===== src/rtl/psg_pkg.sv =====
// Shared PSG register codes, byte formatters and scheduler state.
// Used by the write scheduler and its arbiter.
package psg_pkg;

  localparam logic [2:0] TONE0 = 3'b000;
  localparam logic [2:0] ATTN0 = 3'b001;
  localparam logic [2:0] TONE1 = 3'b010;
  localparam logic [2:0] ATTN1 = 3'b011;
  localparam logic [2:0] TONE2 = 3'b100;
  localparam logic [2:0] ATTN2 = 3'b101;
  localparam logic [2:0] NOISE = 3'b110;
  localparam logic [2:0] ATTN3 = 3'b111;

  typedef enum logic [1:0] {
    ST_IDLE,
    ST_LATCH,
    ST_DATA
  } psg_state_e;

  function automatic logic is_tone(input logic [2:0] sel);
    return (sel[0] == 1'b0) && (sel != NOISE);
  endfunction

  function automatic logic [7:0] latch_byte(
    input logic [2:0] sel,
    input logic [9:0] value
  );
    if (sel == NOISE)
      return {1'b1, NOISE, 1'b0, value[2:0]};
    return {1'b1, sel, value[3:0]};
  endfunction

  function automatic logic [7:0] data_byte(input logic [5:0] hi);
    return {2'b00, hi};
  endfunction

endpackage


===== src/rtl/psg_rr_arbiter.sv =====
// Two-way arbiter: round-robin (ARB_MODE=0) or req0-priority (ARB_MODE=1).
// Ports: req_valid in, xfer in (a grant was taken), gnt out (one-hot or 0).
module psg_rr_arbiter #(
  parameter int ARB_MODE = 0
) (
  input  logic       clk,
  input  logic       reset,
  input  logic [1:0] req_valid,
  input  logic       xfer,
  output logic [1:0] gnt
);

  // Index of the requester granted by the last accepted transfer.
  // Resets to 1 so req0 is favoured first.
  logic last_q;
  logic last_d;

  always_comb begin
    gnt = req_valid;
    if (req_valid == 2'b11) begin
      if (ARB_MODE == 1 || last_q)
        gnt = 2'b01;
      else
        gnt = 2'b10;
    end
  end

  always_comb begin
    last_d = last_q;
    if (xfer)
      last_d = gnt[1];
  end

  always_ff @(posedge clk) begin
    if (reset)
      last_q <= 1'b1;
    else
      last_q <= last_d;
  end

endmodule


===== src/rtl/psg_write_scheduler.sv =====
// Arbitrates two register-write requesters and serialises each write into
// PSG latch/data bytes on psg_data; idles by re-latching attenuation 0.
// Ports: reqN_valid/ready/sel/value handshakes, psg_data byte, busy.
module psg_write_scheduler
  import psg_pkg::*;
#(
  parameter int         ARB_MODE        = 0,
  parameter logic [3:0] IDLE_RESET_ATTN = 4'hF
) (
  input  logic       clk,
  input  logic       reset,
  input  logic       req0_valid,
  output logic       req0_ready,
  input  logic [2:0] req0_sel,
  input  logic [9:0] req0_value,
  input  logic       req1_valid,
  output logic       req1_ready,
  input  logic [2:0] req1_sel,
  input  logic [9:0] req1_value,
  output logic [7:0] psg_data,
  output logic       busy
);

  psg_state_e state_q, state_d;
  logic [7:0] data_q, data_d;
  logic [3:0] shadow_q, shadow_d;
  logic       tone_q, tone_d;
  logic [5:0] hi_q, hi_d;

  logic [1:0] gnt;
  logic       hold_tone;
  logic       can_accept;
  logic       xfer;
  logic [2:0] acc_sel;
  logic [9:0] acc_value;

  // A tone latch must be followed by its data byte, so nothing new
  // can be taken while one sits in LATCH.
  assign hold_tone  = (state_q == ST_LATCH) && tone_q;
  assign can_accept = !hold_tone;

  assign req0_ready = gnt[0] && can_accept && !reset;
  assign req1_ready = gnt[1] && can_accept && !reset;
  assign xfer = (req0_valid && req0_ready) || (req1_valid && req1_ready);

  assign acc_sel   = req1_ready ? req1_sel   : req0_sel;
  assign acc_value = req1_ready ? req1_value : req0_value;

  assign psg_data = data_q;
  assign busy     = hold_tone;

  psg_rr_arbiter #(
    .ARB_MODE (ARB_MODE)
  ) u_arb (
    .clk       (clk),
    .reset     (reset),
    .req_valid ({req1_valid, req0_valid}),
    .xfer      (xfer),
    .gnt       (gnt)
  );

  always_comb begin
    shadow_d = shadow_q;
    if (xfer && acc_sel == ATTN0)
      shadow_d = acc_value[3:0];

    state_d = ST_IDLE;
    data_d  = {1'b1, ATTN0, shadow_d};
    tone_d  = 1'b0;
    hi_d    = hi_q;

    if (hold_tone) begin
      state_d = ST_DATA;
      data_d  = data_byte(hi_q);
    end else if (xfer) begin
      state_d = ST_LATCH;
      data_d  = latch_byte(acc_sel, acc_value);
      tone_d  = is_tone(acc_sel);
      hi_d    = acc_value[9:4];
    end
  end

  always_ff @(posedge clk) begin
    if (reset) begin
      state_q  <= ST_IDLE;
      data_q   <= {1'b1, ATTN0, IDLE_RESET_ATTN};
      shadow_q <= IDLE_RESET_ATTN;
      tone_q   <= 1'b0;
      hi_q     <= 6'd0;
    end else begin
      state_q  <= state_d;
      data_q   <= data_d;
      shadow_q <= shadow_d;
      tone_q   <= tone_d;
      hi_q     <= hi_d;
    end
  end

endmodule

===== config.mk =====
export PLATFORM = sky130hd
export DESIGN_NAME = psg_write_scheduler
export DESIGN_NICKNAME = d
export VERILOG_FILES = /design/src/rtl/psg_pkg.sv /design/src/rtl/psg_rr_arbiter.sv /design/src/rtl/psg_write_scheduler.sv
export SDC_FILE = /design/constraint.sdc
export NUM_CORES = 1
export LEC_CHECK = 0
export CAP_MARGIN = 20
export CORE_MARGIN = 2
export CORE_UTILIZATION = 46
export CTS_CLUSTER_DIAMETER = 120
export DETAILED_ROUTE_END_ITERATION = 7
export PLACE_DENSITY = 0.8
export SLEW_MARGIN = 20
export SYNTH_ARGS = -nofsm -noshare
export SYNTH_HDL_FRONTEND = slang
export SYNTH_SLANG_ARGS = --single-unit

===== constraint.sdc =====
create_clock -name clk -period 4.7 [get_ports clk]
set_input_delay 0.94 -clock clk [delete_from_list [all_inputs] [get_ports clk]]
set_output_delay 0.94 -clock clk [all_outputs]
set_load 0.01 [all_outputs]

==> flow_metrics.env, run 1 <==
export IMPL_area_growth_pct=40.1
export IMPL_p_sw_share_pct=25.3
export IMPL_critPathArrivalTime_ns=2.83
export IMPL_ant_nets=0
export IMPL_n_antenna_cell=0
export IMPL_initial_core_util_pct=48.7
export IMPL_nets=183
export IMPL_worst_slack_ns=0.933
export IMPL_p_int_mw=0.298
export IMPL_rsz0062_at_grt="no"
export IMPL_endpoint_kind="output pin"
export IMPL_finalCritPeriodShare_pct=80.2
export IMPL_finalClockSkew_ns=0.0125
export IMPL_worst_pin_slew_ns=0.937
export IMPL_cts_tree="built"
export IMPL_first_iter_violations=11
export IMPL_syn_area_per_cell_sq_um=9.53
export IMPL_grt_pass1_vias=959
export IMPL_synthTopCellsByCount="dfxtp_1 (22), mux2i_1 (12), nor2_1 (11)"
export IMPL_cts_setup_buffers=0
export IMPL_synth_edf_count=0
export IMPL_slew_limit_headroom_pct=37.3
export IMPL_leakage_nw=0.577
export IMPL_synth_cells=113
export IMPL_power_density_nw_per_um2=264
export IMPL_period_needed_ns=3.77
export IMPL_peakVddDrop_mv=0.224
export IMPL_yosysWarnings=0
export IMPL_cts_made_buffers=3
export IMPL_seq_area_frac_synth_pct=40.9
export IMPL_num_rows=17
export IMPL_path_clk_slew_ns=0.11
export IMPL_p_sw_mw=0.101
export IMPL_ys_seq_elements=22
export IMPL_critPathMaxFanout=15
export IMPL_synth_main_ff_cell="dfxtp_1"
export IMPL_antenna_found_initial=0
export IMPL_gp_congestion=0.838
export IMPL_dp_hpwl_um=2040
export IMPL_setup_viol_count_final=0
export IMPL_core_area_sq_um=2210
export IMPL_synthDistinctLibCells=34
export IMPL_clock_sinks=22
export IMPL_syn_nets=143
export IMPL_synth_top_area_share_pct=40.9
export IMPL_gr_total_overflow=0
export IMPL_grt_pass1_wl_um=4150
export IMPL_setup_tns_ns=0
export IMPL_clockPowerShare_pct=25.5
export IMPL_required_ns=3.76
export IMPL_synth_largest_area_cell="dfxtp_1"
export IMPL_io_pins=41
export IMPL_grt_total_usage_pct=20.8
export IMPL_cts_resized=0
export IMPL_cp_start_kind="input port"
export IMPL_cap_viol_max_count=0
export IMPL_pre_cts_ws_ns=0.956
export IMPL_synth_async_reset_ratio_pct=0
export IMPL_drc=0
export IMPL_slew_violations=0
export IMPL_wire_per_inst_um=14.3
export IMPL_fp_dieW_um=52.4
export IMPL_drt_wl_total_um=2580
export IMPL_crit_type="in -> out"
export IMPL_yosysMostFrequentCell="dfxtp_1"
export IMPL_finalHoldViolations=0
export IMPL_cts_hold_buf=0
export IMPL_synthTopCellsByArea="dfxtp_1 (41%), mux2i_1 (11%), a211oi_1 (6.3%), nor2_1 (3.8%), nor2b_1 (3.5%)"
export IMPL_cts_buffer_depth=2
export IMPL_max_freq_ghz=0.265
export IMPL_synth_area_sq_um=1080
export IMPL_io_buffers=40
export IMPL_drtPass1Iterations=4
export IMPL_dieArea_sq_um=2750
export IMPL_p_comb_share_pct=23.3
export IMPL_grt_max_degree=16
export IMPL_drive_gt1_share_pct=6.58
export IMPL_via_count=1017
export IMPL_via_per_inst=5.65
export IMPL_h_tree_depth=1
export IMPL_die_h_um=52.4
export IMPL_hold_path_class="reg -> reg"
export IMPL_pwr_share_seq_pct=51.1
export IMPL_outcome="complete, no violations"
export IMPL_clk_latency_ns=0.30
export IMPL_cts_root_buf="clkbuf_4"
## worst paths after layout
kind              startpoint     endpoint  slack, ns  cells past startpoint
setup / recovery       reset   req0_ready       0.93                      5
hold / removal       hi_q[4]  psg_data[4]       0.49                      1
setup reg to reg  state_q[1]      hi_q[5]       2.70                      5
hold reg to reg      hi_q[4]  psg_data[4]       0.49                      1
## sequential cells by signal (all words and copies together) (netlist names)
name and count:
hi_q 6, state_q 2, tone_q 1, psg_data 8
u_arb.last_q 1, shadow_q 4
## final cells by class
type	instances	area, sq um
clock buffer	4	36.3
fill	215	703
inverter	5	18.8
multi-input combinational	80	571
sequential	22	440
tap	28	35.0
timing repair buffer	41	408
## power by group through the flow
| stage | Combinational (mW) | Sequential, mW | Clock, mW |
|---|---|---|---|
| 2_1_floorplan | 0.0448 | 0.210 | 0 |
| 3_3_place_gp | 0.0912 | 0.208 | 0 |
| 3_5_place_dp | 0.0926 | 0.208 | 0 |
| 4_1_cts | 0.0931 | 0.204 | 0.105 |
| 5_1_grt | 0.101 | 0.206 | 0.112 |
| 6_report | 0.0930 | 0.204 | 0.102 |
## critical path: stages
cell and delay, ns:
clkdlybuf4s50_1 0.70, inv_1 0.27, nand2_1 0.18, nor2_1 0.18, clkdlybuf4s50_1 0.56
## routing by layer
| metal | up-vias | wire, um | GRT usage (%) |
|---|---|---|---|
| met1 | 466 | 1160 | 26.0 |
| met4 | 0 | 55 | 8.97 |
| met5 | - | 0 | 0 |
| met3 | 8 | 149 | 4.29 |
| met2 | 38 | 1210 | 34.2 |
| li1 | 505 | - | - |
## cell usage in the layout (no fill, tap or decap), types with 2 or more instances in the layout
cell type        count
inv_1                4
o31ai_1              2
clkdlybuf4s50_1     40
o211ai_1             3
a21oi_1              3
o221ai_1             3
clkbuf_4             3
nand2_1              5
mux2i_1             12
nor3_1               2
o21ai_0              5
nor2b_1              6
dfxtp_1             22
a211o_1              2
a211oi_1             9
a2111oi_0            2
nor2_1              11
## stage by stage
step | hold slack [ns] | cells | utilization [%] | power (mW) | instance area, sq um
after global placement | 0.459 | 176 | 66.6 | 0.299 | 1470
after global routing | 0.534 | 180 | 68.2 | 0.419 | 1510
final | 0.488 | 180 | 68.2 | 0.399 | 1510
after CTS | 0.487 | 180 | 68.2 | 0.401 | 1510
after floorplan | 0.427 | 113 | - | 0.255 | 1080
after detailed placement | 0.452 | 176 | 66.6 | 0.301 | 1470
## cell families (layout without fill, tap and decap cells)
| family | after synthesis | after routing | synth area share, % |
|---|---|---|---|
| multiplexers | 13 | 13 | 12.2 |
| flip-flops | 22 | 22 | 40.9 |
| AND/OR/NAND/NOR | 30 | 30 | 14.9 |
| buffers and inverters | 11 | 50 | 6.15 |
| AO/OA/AOI/OAI | 37 | 37 | 25.9 |
(Power assumes the default switching activity.)
==> run 2: changes to the inputs <==
CORE_UTILIZATION = 43   (was 46)
PLACE_DENSITY = 0.76   (was 0.8)
clock period = 3.85 ns   (was 4.7 ns; I/O delays follow)
==> flow_metrics.env, run 2 (synthesis gave the netlist of run 1 again) <==
export IMPL_setup_viol_count_final=0
export IMPL_peakVddDrop_mv=0.210
export IMPL_finalCritPeriodShare_pct=86.2
export IMPL_initial_core_util_pct=44.3
export IMPL_cts_hold_buf=0
export IMPL_drc=0
export IMPL_grt_pass1_vias=1029
export IMPL_cts_tree="built"
export IMPL_crit_family="buffers and inverters"
export IMPL_first_iter_violations=32
export IMPL_leakage_nw=0.589
export IMPL_ant_nets=0
export IMPL_n_antenna_cell=0
export IMPL_fp_dieW_um=54.1
export IMPL_core_area_sq_um=2430
export IMPL_worst_slack_ns=0.531
export IMPL_dp_hpwl_um=2110
export IMPL_cp_slowest_stage_delay_ns=0.66
export IMPL_grt_max_degree=16
export IMPL_cts_buffer_depth=2
export IMPL_h_tree_depth=1
export IMPL_cts_resized=0
export IMPL_pre_cts_ws_ns=0.544
export IMPL_required_ns=3.08
export IMPL_dieArea_sq_um=2920
export IMPL_io_buffers=40
export IMPL_period_needed_ns=3.32
export IMPL_grt_pass1_wl_um=4660
export IMPL_drive_gt1_share_pct=7.19
export IMPL_gp_congestion=0.891
export IMPL_finalHoldViolations=0
export IMPL_layout_common_cells="clkdlybuf4s50_1 (40), dfxtp_1 (22), mux2i_1 (12), nor2_1 (11), a211oi_1 (9)"
export IMPL_endpoint_kind="output pin"
export IMPL_power_density_nw_per_um2=356
export IMPL_gr_total_overflow=0
export IMPL_grt_total_usage_pct=22.4
export IMPL_finalClockSkew_ns=0.00929
export IMPL_drt_wl_total_um=2840
export IMPL_largest_register_ffs=8
export IMPL_clk_latency_ns=0.32
export IMPL_worst_pin_slew_ns=0.929
export IMPL_nets=184
export IMPL_die_h_um=54.1
export IMPL_cts_root_buf="clkbuf_4"
export IMPL_outcome="complete, no violations"
export IMPL_io_pins=41
export IMPL_layout_commonest_cell="clkdlybuf4s50_1"
export IMPL_slew_limit_headroom_pct=37.9
export IMPL_setup_tns_ns=0
export IMPL_num_rows=18
export IMPL_final_util_pct=63.1
export IMPL_rsz0062_at_grt="no"
export IMPL_crit_buf_inv=2
export IMPL_crit_type="in -> out"
export IMPL_area_growth_pct=42.5
export IMPL_critPathArrivalTime_ns=2.55
export IMPL_critPathMaxFanout=11
export IMPL_path_clk_slew_ns=0.12
export IMPL_cpMaxStageDelayCell="clkdlybuf4s50_1"
export IMPL_slew_violations=0
export IMPL_cp_common_cell="clkdlybuf4s50_1"
export IMPL_max_freq_ghz=0.301
export IMPL_path_cells="clkdlybuf4s50_1, a21bo_1, nor3_4, clkdlybuf4s50_1"
export IMPL_cap_viol_max_count=0
export IMPL_clock_sinks=22
export IMPL_hold_path_class="reg -> reg"
export IMPL_cp_start_kind="input port"
export IMPL_via_per_inst=5.70
export IMPL_cts_made_buffers=3
export IMPL_via_count=1044
export IMPL_power_mw=0.547
export IMPL_antenna_found_initial=0
export IMPL_cts_setup_buffers=0
export IMPL_wire_per_inst_um=15.5
export IMPL_drtPass1Iterations=4
[run 2: cell types whose count changed in the layout (fill, tap and decap cells not counted)]
cell / before / now
buf_4: 1 / 2
bufinv_16: 0 / 1
clkbuf_8: 1 / 0
[run 2: cell type report]
class	count	area, sq um
sequential	22	440
clock inverter	1	30.0
clock buffer	3	22.5
tap	30	37.5
timing repair buffer	42	415
fill	213	897
multi-input combinational	80	571
inverter	5	18.8
[run 2: path summary, 6_finish.rpt]
path	slack [ns]	endpoint	depth (start not counted)	startpoint
setup / recovery	0.53	req1_ready	4	req1_valid
hold / removal	0.48	shadow_q[0]	1	shadow_q[0]
setup reg to reg	1.90	hi_q[2]	5	state_q[1]
hold reg to reg	0.48	shadow_q[0]	1	shadow_q[0]
[run 2: stage by stage]
stage / cells / instance area [sq um] / hold slack, ns
final: 183 / 1540 / 0.477
after global routing: 183 / 1540 / 0.515
after CTS: 183 / 1540 / 0.478
after detailed placement: 179 / 1480 / 0.448
after global placement: 179 / 1480 / 0.444
after floorplan: 113 / 1080 / 0.427
[run 2: power breakdown]
group	internal, mW	switching (mW)	total (mW)
logic	0.0640	0.0511	0.115
clock network	0.105	0.0771	0.182
registers	0.243	0.00653	0.249
[run 2: layer usage]
| metal | part of all wire (%) | wire (um) | vias to the layer above | global-route usage [%] |
|---|---|---|---|---|
| met5 | 0 | 0 | - | 0 |
| met4 | 3.3 | 94 | 0 | 13.8 |
| met3 | 4.9 | 140 | 10 | 3.33 |
| met2 | 49 | 1390 | 35 | 36.4 |
| met1 | 43 | 1220 | 492 | 27.7 |
| li1 | - | - | 507 | - |
